`config.mk`:
```
export PLATFORM = sky130hd
export DESIGN_NAME = subtrator_serial_flat
export DESIGN_NICKNAME = d
export VERILOG_FILES = /design/src/rtl/subtrator_serial_if.sv /design/src/rtl/subtrator_serial.sv /design/src/flat_wrapper.sv
export SDC_FILE = /design/constraint.sdc
export NUM_CORES = 1
export LEC_CHECK = 0
export ABC_AREA = 1
export BUFFER_PORTS_ARGS = -buffer_cell sky130_fd_sc_hd__buf_2
export CORE_UTILIZATION = 61
export DETAILED_ROUTE_END_ITERATION = 8
export GPL_TIMING_DRIVEN = 1
export PLACE_DENSITY = 0.92
export SYNTH_ARGS = -nofsm -noshare
export SYNTH_HDL_FRONTEND = slang
export SYNTH_SLANG_ARGS = --single-unit
```
`constraint.sdc`:
```
create_clock -name clock -period 11.05 [get_ports clock]
set_input_delay 0.5525 -clock clock [delete_from_list [all_inputs] [get_ports clock]]
set_output_delay 0.5525 -clock clock [all_outputs]
set_load 0.02 [all_outputs]
```
`src/rtl/subtrator_serial_if.sv`:
```
// ============================================================================
// Module      : subtrator_serial_if
// Description : Handshake and operand/result bundle for the serial subtractor.
// Revision    : 1.0 - initial release
// ============================================================================
`default_nettype none

interface subtrator_serial_if #(
    parameter int LARGURA = 32
);
    logic               inicio;
    logic [LARGURA-1:0] entrada1;
    logic [LARGURA-1:0] entrada2;
    logic [LARGURA-1:0] resultado;
    logic               emprestimo;
    logic               overflow;
    logic               zero;
    logic               ocupado;
    logic               pronto;

    modport master (
        output inicio,
        output entrada1,
        output entrada2,
        input  resultado,
        input  emprestimo,
        input  overflow,
        input  zero,
        input  ocupado,
        input  pronto
    );

    modport slave (
        input  inicio,
        input  entrada1,
        input  entrada2,
        output resultado,
        output emprestimo,
        output overflow,
        output zero,
        output ocupado,
        output pronto
    );
endinterface

`default_nettype wire

```
`src/rtl/subtrator_serial.sv`:
```
// ============================================================================
// Module      : subtrator_serial
// Description : Multi-cycle subtractor, FATIA bits per clock, LSB slice first.
// Revision    : 1.0 - initial release
// ============================================================================
`default_nettype none

module subtrator_serial #(
    parameter int LARGURA = 32,
    parameter int FATIA   = 8
) (
    input  logic                clock,
    input  logic                reset,
    subtrator_serial_if.slave   bus
);

    localparam int NFATIAS = LARGURA / FATIA;
    localparam int CW      = (NFATIAS > 1) ? $clog2(NFATIAS) : 1;
    localparam logic [CW-1:0] C_ULTIMA = CW'(NFATIAS - 1);

    typedef enum logic [1:0] {
        IDLE = 2'd0,
        CALC = 2'd1,
        FIM  = 2'd2
    } state_t;

    state_t             r_state;
    state_t             w_next;

    logic [LARGURA-1:0] r_a;
    logic [LARGURA-1:0] r_b;
    logic [LARGURA-1:0] r_acc;
    logic [CW-1:0]      r_cnt;
    logic               r_borrow;

    logic [LARGURA-1:0] r_resultado;
    logic               r_emprestimo;
    logic               r_overflow;
    logic               r_zero;
    logic               r_ocupado;
    logic               r_pronto;

    logic               w_accept;
    logic               w_last;
    logic [FATIA-1:0]   w_a_sl;
    logic [FATIA-1:0]   w_b_sl;
    logic [FATIA:0]     w_diff;
    logic [LARGURA-1:0] w_acc_next;

    assign w_last = (r_state == CALC) && (r_cnt == C_ULTIMA);

    always_ff @(posedge clock) begin
        if (reset) begin
            r_state <= IDLE;
        end else begin
            r_state <= w_next;
        end
    end

    // A start is honoured both from IDLE and from FIM, giving back-to-back ops.
    always_comb begin
        w_next   = r_state;
        w_accept = 1'b0;
        case (r_state)
            IDLE: begin
                if (bus.inicio) begin
                    w_accept = 1'b1;
                    w_next   = CALC;
                end
            end
            CALC: begin
                if (w_last) begin
                    w_next = FIM;
                end
            end
            FIM: begin
                if (bus.inicio) begin
                    w_accept = 1'b1;
                    w_next   = CALC;
                end else begin
                    w_next   = IDLE;
                end
            end
            default: begin
                w_next = IDLE;
            end
        endcase
    end

    // Slice select and (FATIA+1)-bit subtraction; the top bit is the borrow out.
    always_comb begin
        w_a_sl     = '0;
        w_b_sl     = '0;
        w_acc_next = r_acc;
        for (int i = 0; i < NFATIAS; i++) begin
            if (r_cnt == CW'(i)) begin
                w_a_sl = r_a[i*FATIA +: FATIA];
                w_b_sl = r_b[i*FATIA +: FATIA];
            end
        end
        w_diff = {1'b0, w_a_sl} - {1'b0, w_b_sl} - {{FATIA{1'b0}}, r_borrow};
        for (int i = 0; i < NFATIAS; i++) begin
            if (r_cnt == CW'(i)) begin
                w_acc_next[i*FATIA +: FATIA] = w_diff[FATIA-1:0];
            end
        end
    end

    always_ff @(posedge clock) begin
        if (reset) begin
            r_a          <= '0;
            r_b          <= '0;
            r_acc        <= '0;
            r_cnt        <= '0;
            r_borrow     <= 1'b0;
            r_resultado  <= '0;
            r_emprestimo <= 1'b0;
            r_overflow   <= 1'b0;
            r_zero       <= 1'b0;
            r_ocupado    <= 1'b0;
            r_pronto     <= 1'b0;
        end else begin
            r_pronto <= 1'b0;
            if (w_accept) begin
                r_a       <= bus.entrada1;
                r_b       <= bus.entrada2;
                r_cnt     <= '0;
                r_borrow  <= 1'b0;
                r_ocupado <= 1'b1;
            end else if (r_state == CALC) begin
                r_acc    <= w_acc_next;
                r_borrow <= w_diff[FATIA];
                r_cnt    <= r_cnt + CW'(1);
                if (w_last) begin
                    r_resultado  <= w_acc_next;
                    r_emprestimo <= w_diff[FATIA];
                    r_overflow   <= (r_a[LARGURA-1] != r_b[LARGURA-1]) &&
                                    (w_acc_next[LARGURA-1] != r_a[LARGURA-1]);
                    r_zero       <= (w_acc_next == '0);
                    r_ocupado    <= 1'b0;
                    r_pronto     <= 1'b1;
                end
            end
        end
    end

    assign bus.resultado  = r_resultado;
    assign bus.emprestimo = r_emprestimo;
    assign bus.overflow   = r_overflow;
    assign bus.zero       = r_zero;
    assign bus.ocupado    = r_ocupado;
    assign bus.pronto     = r_pronto;

endmodule

`default_nettype wire

```
`src/flat_wrapper.sv`:
```
// flat-port wrapper written by rule: the top's interface ports become plain ports
module subtrator_serial_flat 
#(
    parameter int LARGURA = 32,
    parameter int FATIA   = 8
)
  (clock, reset, bus_inicio, bus_entrada1, bus_entrada2, bus_resultado, bus_emprestimo, bus_overflow, bus_zero, bus_ocupado, bus_pronto);
  subtrator_serial_if #(.LARGURA(LARGURA)) bus_i ();
  input  logic clock;
  input  logic reset;
  input wire logic [$bits(bus_i.inicio)-1:0] bus_inicio;
  input wire logic [$bits(bus_i.entrada1)-1:0] bus_entrada1;
  input wire logic [$bits(bus_i.entrada2)-1:0] bus_entrada2;
  output wire logic [$bits(bus_i.resultado)-1:0] bus_resultado;
  output wire logic [$bits(bus_i.emprestimo)-1:0] bus_emprestimo;
  output wire logic [$bits(bus_i.overflow)-1:0] bus_overflow;
  output wire logic [$bits(bus_i.zero)-1:0] bus_zero;
  output wire logic [$bits(bus_i.ocupado)-1:0] bus_ocupado;
  output wire logic [$bits(bus_i.pronto)-1:0] bus_pronto;
  assign bus_i.inicio = bus_inicio;
  assign bus_i.entrada1 = bus_entrada1;
  assign bus_i.entrada2 = bus_entrada2;
  assign bus_resultado = bus_i.resultado;
  assign bus_emprestimo = bus_i.emprestimo;
  assign bus_overflow = bus_i.overflow;
  assign bus_zero = bus_i.zero;
  assign bus_ocupado = bus_i.ocupado;
  assign bus_pronto = bus_i.pronto;
  subtrator_serial #(.LARGURA(LARGURA), .FATIA(FATIA)) u_core (.clock(clock), .reset(reset), .bus(bus_i));
endmodule
```
[After elaboration in Yosys (flattened, before gate mapping)]
Cells that the tools add are included.
Word-level totals
  flip-flop bits (word level): 138
  input port bits: 67
  output and inout bits: 37
  word-level logic and storage cells: 62
Cells by class
  add/sub/neg operators: 3
  eq/ne operators: 9
  muxes and demuxes: 22
  bitwise gates (word level): 2
  reductions and logical operators: 14
Operator list (number)
  2-to-1 mux 8 bit: 12
  zero test 32 bit: 1
  subtractor 8 x 8 -> 9 bit: 1
  subtractor 9 x 1 -> 9 bit: 1
  2-to-1 mux 1 bit: 7
  == test 2 bit (second input constant): 3
  case mux 2 bit (3 select lines): 1
  AND reduction 2 bit: 3
  == test 2 x 1 -> 1 bit (second input constant): 2
  zero test 2 bit: 2
  2-to-1 mux 2 bit: 2
  nonzero test 2 bit: 2
  OR reduction 2 bit: 2
  AND reduction 3 bit: 1
  OR reduction 3 bit: 1
  adder 2 x 1 -> 2 bit (second input constant): 1
  logical AND 1 bit: 2
  != test 1 bit: 2
  != test 2 x 1 -> 1 bit (second input constant): 1
  != test 2 bit (second input constant): 1
  inverter 1 bit: 2

[Logic depth before layout (Yosys ltp)]
  depth after elaboration: 10
  depth in mapped cells: 27
  depth with buffers taken out: 24

[Worst setup path after synthesis]
No wires, ideal clock.
  path type: register to register
  start: reg u_core.r_cnt[1]
  end: reg u_core.r_zero, in the netlist u_core.bus.zero
  arrival: 3606 ps
  setup slack: 7374 ps
  cell stages (with the launch flop): 24
  clock period less this slack: 3676 ps
  path through: dfxtp_1 > inv_1 > ha_1 > buf_4 > inv_2 > buf_2 > buf_1 > nor2_1 > o31ai_1 > o21ai_0 > fa_1 > fa_1 > nand2_1 > o21ai_1 > nand3_1 > nor2_1 > nand3_1 > nor2_1 > nand4_1 > nor2_1 > nand2_1 > nor2_1 > nand3_1 > a21oi_1
Between the ends
  longest elaborated chain between the ends: 9
  elaborated cells between the ends (all ways): 21
  classes of those cells: add/sub (2); eq/ne (3); mux (12); reduce/logical (4)
RTL lines
  from (decl): RTL line subtrator_serial.sv:33  | logic [CW-1:0] r_cnt;
  from (signal assigned): RTL line subtrator_serial.sv:133  | r_cnt <= r_cnt + CW'(1);
  zero test 2 bit: RTL line subtrator_serial.sv:96, subtrator_serial.sv:103
  2-to-1 mux 8 bit (4 in series): RTL line subtrator_serial.sv:96  | if (r_cnt == CW'(i)) begin
  subtractor 8 x 8 -> 9 bit: RTL line subtrator_serial.sv:101  | w_diff = {1'b0, w_a_sl} - {1'b0, w_b_sl} - {{FATIA{1'b0}}, r_borrow};
  subtractor 9 x 1 -> 9 bit: RTL line subtrator_serial.sv:101
  2-to-1 mux 8 bit: RTL line subtrator_serial.sv:103  | if (r_cnt == CW'(i)) begin
  zero test 32 bit: RTL line subtrator_serial.sv:139  | r_zero <= (w_acc_next == '0);
  to (signal assigned): RTL line subtrator_serial.sv:139
  to (decl): RTL line subtrator_serial.sv:39  | logic r_zero;
Parallel ways exist; a longest one is shown, timed or not.
A chain may end at the register's enable or synchronous reset.

[Final worst setup path]
Ends and elaborated chain as after synthesis.

==> impl_metrics.toml <==
[logic_synthesis]
synth_area_leader_cell = "dfxtp_1"
netlist_area_um2 = 6280
ys_top_cells_by_area = "dfxtp_1, nor2_1, o21ai_0"
synth-seq-area-share = 0.437
yosysTopAreaCellShare = 0.437
ys_seq_elements = 137
syn_inst = 887
syn_area_per_cell_um2 = 7.08
synth_fp_nets = 972
synthDistinctLibCells = 34
yosys_warnings = 0

[sta]
finalSetupTns_ns = 0
hold_viol_final = 0
grt_setup_unrepaired = "no"
setup_viol = 0
layout_min_cycle_time_ns = 4.29
max_freq_mhz = 233
worstMarginPinSlew_ns = 0.996
relSlewSlack = 0.336
period_share = 0.388
fin_worst_skew_ns = 0.00787
setup_ws_ns = 6.76
slew_violations = 0

[min_path]
hp-class = "in -> reg"

[global_routing]
grt_start_max_net_pins = 118
gr-total-overflow = 0
grt_pass1_wl_um = 26600
antenna_found_initial = 0
grt_pass1_vias = 5691
grtUsageTotal = 0.329

[detailed_routing]
ant_nets = 0
wl_met3_um = 1470
routed_wl_um = 16800
avgViaCountPerCell = 5.69
top_layer = "met4"
drc = 0
wl_met1_um = 6720
drtIter0Drc = 513
dr_wl_met2_um = 7950
vias = 6290
firstDrtPassIters = 6
wire_per_inst_um = 15.2

[clock_network]
cts_buffer_depth = 2
htree_num_levels = 4
hold_buffers = 0
cts_tree = "yes"
clk-insertion-delay-late_ns = 0.53
ctsResizeCount = 0
cts.sinks = 137
clk_pin_slew_ns = 0.07
cts_root_buffer = "clkbuf_8"
post_cts_buffers = 0
cts_buffers = 17

[power]
vdd_ir_drop_max_uv = 84.2
p_leak_nw = 3.65
power_density_nw_per_um2 = 200
total_power_w = 0.00148

[floorplan]
rows = 36
initial_core_util = 0.636
core_um2 = 9860
die_h_um = 103
io_pins = 104
die_x_um = 103
dieArea_um2 = 10700

[critical_path]
cp_cell_sequence = "inv_1 -> ha_1 -> buf_4 -> inv_2 -> nor2_1 -> o311ai_0 -> o21ai_0 -> ha_1 -> inv_1 -> ha_1 -> nand2_1 -> inv_1 -> a221oi_1 -> nand3_2 -> nand3_1 -> nand2_1 -> nor2_1 -> nand3_1 -> a21oi_1"
endpoint_kind = "register"
critPathTopFamily = "compound AO/OA/AOI/OAI gates"
cp-start-kind = "register"
path_buf_inv = 5
crit_required_ns = 11.51
slowest_delay_ns = 0.43
path_class = "reg -> reg"
worstPathMaxFanout = 26
cpMaxStageDelayCell = "o311ai_0"
crit_arrival_ns = 4.75

[flow_run]
drv_cap = 0

[layout]
fill_cells = 715
n_antenna_cell = 0
nets = 1044
fin_util = 0.749
multi_input_area_um2 = 2970
area_growth_pct = 17.8
drive_above_1_share = 0.171
seqCellArea_um2 = 2740

[status]
status = "completed"

[placed_design]
port_buffers = 103
place.gp.congestion = 0.963
pre_cts_slack_ns = 6.99
hpwl_um = 10500
## sequential cells by signal, summed over array words and instances (netlist names)
name                   flops
u_core.r_acc              31
u_core.bus.zero            1
u_core.bus.overflow        1
u_core.bus.resultado      32
u_core.r_b                32
u_core.bus.emprestimo      1
u_core.bus.ocupado         1
u_core.r_borrow            1
u_core.r_a                32
u_core.r_cnt               2
u_core.bus.pronto          1
u_core.r_state             2
## path summary, 6_finish.rpt
path,slack [ns],endpoint,depth (start not counted),startpoint
max,6.76,u_core.bus.zero,19,u_core.r_cnt[1]
max reg2reg,6.76,u_core.bus.zero,19,u_core.r_cnt[1]
min,0.27,u_core.r_a[26],3,bus_entrada1[26]
min reg2reg,0.44,u_core.bus.resultado[25],2,u_core.bus.resultado[25]
## layout by cell type (no fill, tap or decap), types with 2 or more instances in the layout
master / count
a21oi_1: 57
a22oi_1: 2
buf_2: 103
buf_4: 7
bufinv_16: 4
clkbuf_16: 16
clkinv_2: 2
clkinv_4: 2
clkinvlp_4: 3
dfxtp_1: 137
fa_1: 2
ha_1: 16
inv_1: 80
inv_2: 8
inv_6: 3
nand2_1: 125
nand2_2: 6
nand3_1: 38
nand3_2: 2
nand4_1: 2
nor2_1: 170
o211ai_1: 23
o21ai_0: 119
o21ai_1: 15
o21bai_1: 6
o311ai_0: 5
o31ai_1: 2
or2_2: 6
## Yosys cell counts
master / count
inv_2: 7
xor2_1: 1
nand4_1: 2
a21oi_2: 1
nor2_8: 1
fa_1: 2
buf_1: 5
a22oi_1: 2
inv_1: 80
ha_1: 16
o311ai_0: 5
o21ai_0: 119
o31ai_1: 2
nor2_2: 1
buf_2: 6
clkinv_1: 2
buf_4: 2
dfxtp_1: 137
a211oi_1: 1
or2_2: 6
o211ai_1: 23
nand3_1: 38
nand2_2: 5
clkbuf_1: 43
or2_1: 1
buf_6: 1
a221oi_1: 1
nand3_2: 2
nor2_1: 170
nand2_1: 126
o21bai_1: 6
nand3b_1: 1
o21ai_1: 15
a21oi_1: 57
## cell type report
class / count / share of cell area
Inverter: 89 / 0.0452
Clock buffer: 18 / 0.0565
Multi-Input combinational cell: 604 / 0.401
Tap cell: 133 / 0.0225
Clock inverter: 14 / 0.0266
Sequential cell: 137 / 0.371
Timing Repair Buffer: 110 / 0.0768
## worst register-to-register path: cells and delay by family (launching register included)
kind	cells	cell delay, ns
adder cells (fa/ha/maj)	3	0.91
flip-flops	1	0.38
buffers and inverters	5	0.78
AO/OA/AOI/OAI	4	1.20
AND/OR/NAND/NOR	7	0.95
## routing by layer
metal  track usage  vias to the layer above
met5             0                        -
met4         0.174                        0
met3        0.0773                       78
met2         0.547                      367
met1         0.395                     2821
li1              -                     3024
## kinds of logic after synthesis
logic type,Yosys count,share of synthesized area
buf+inv,146,0.0909
xor+xnor,1,0.00140
compound gates,232,0.203
flops,137,0.437
fa+ha+maj,18,0.0383
simple gates,353,0.230
## power breakdown
group | leakage [nW] | total (W) | switching [W] | internal [W]
combinational | 2.23 | 0.000338 | 0.000229 | 0.000109
clock | 0.292 | 0.000596 | 0.000228 | 0.000369
sequential | 1.12 | 0.000544 | 0.0000190 | 0.000525
total | 3.65 | 0.00148 | 0.000476 | 0.00100
## through the flow
step           instance area [um2]  hold slack [ns]  cells
2_1_floorplan                 6280            0.419    887
3_3_place_gp                  6780            0.428   1073
3_5_place_dp                  6780            0.431   1073
4_1_cts                       7390            0.269   1105
5_1_grt                       7390            0.274   1105
6_report                      7390            0.267   1105
(Power assumes the default switching activity.)
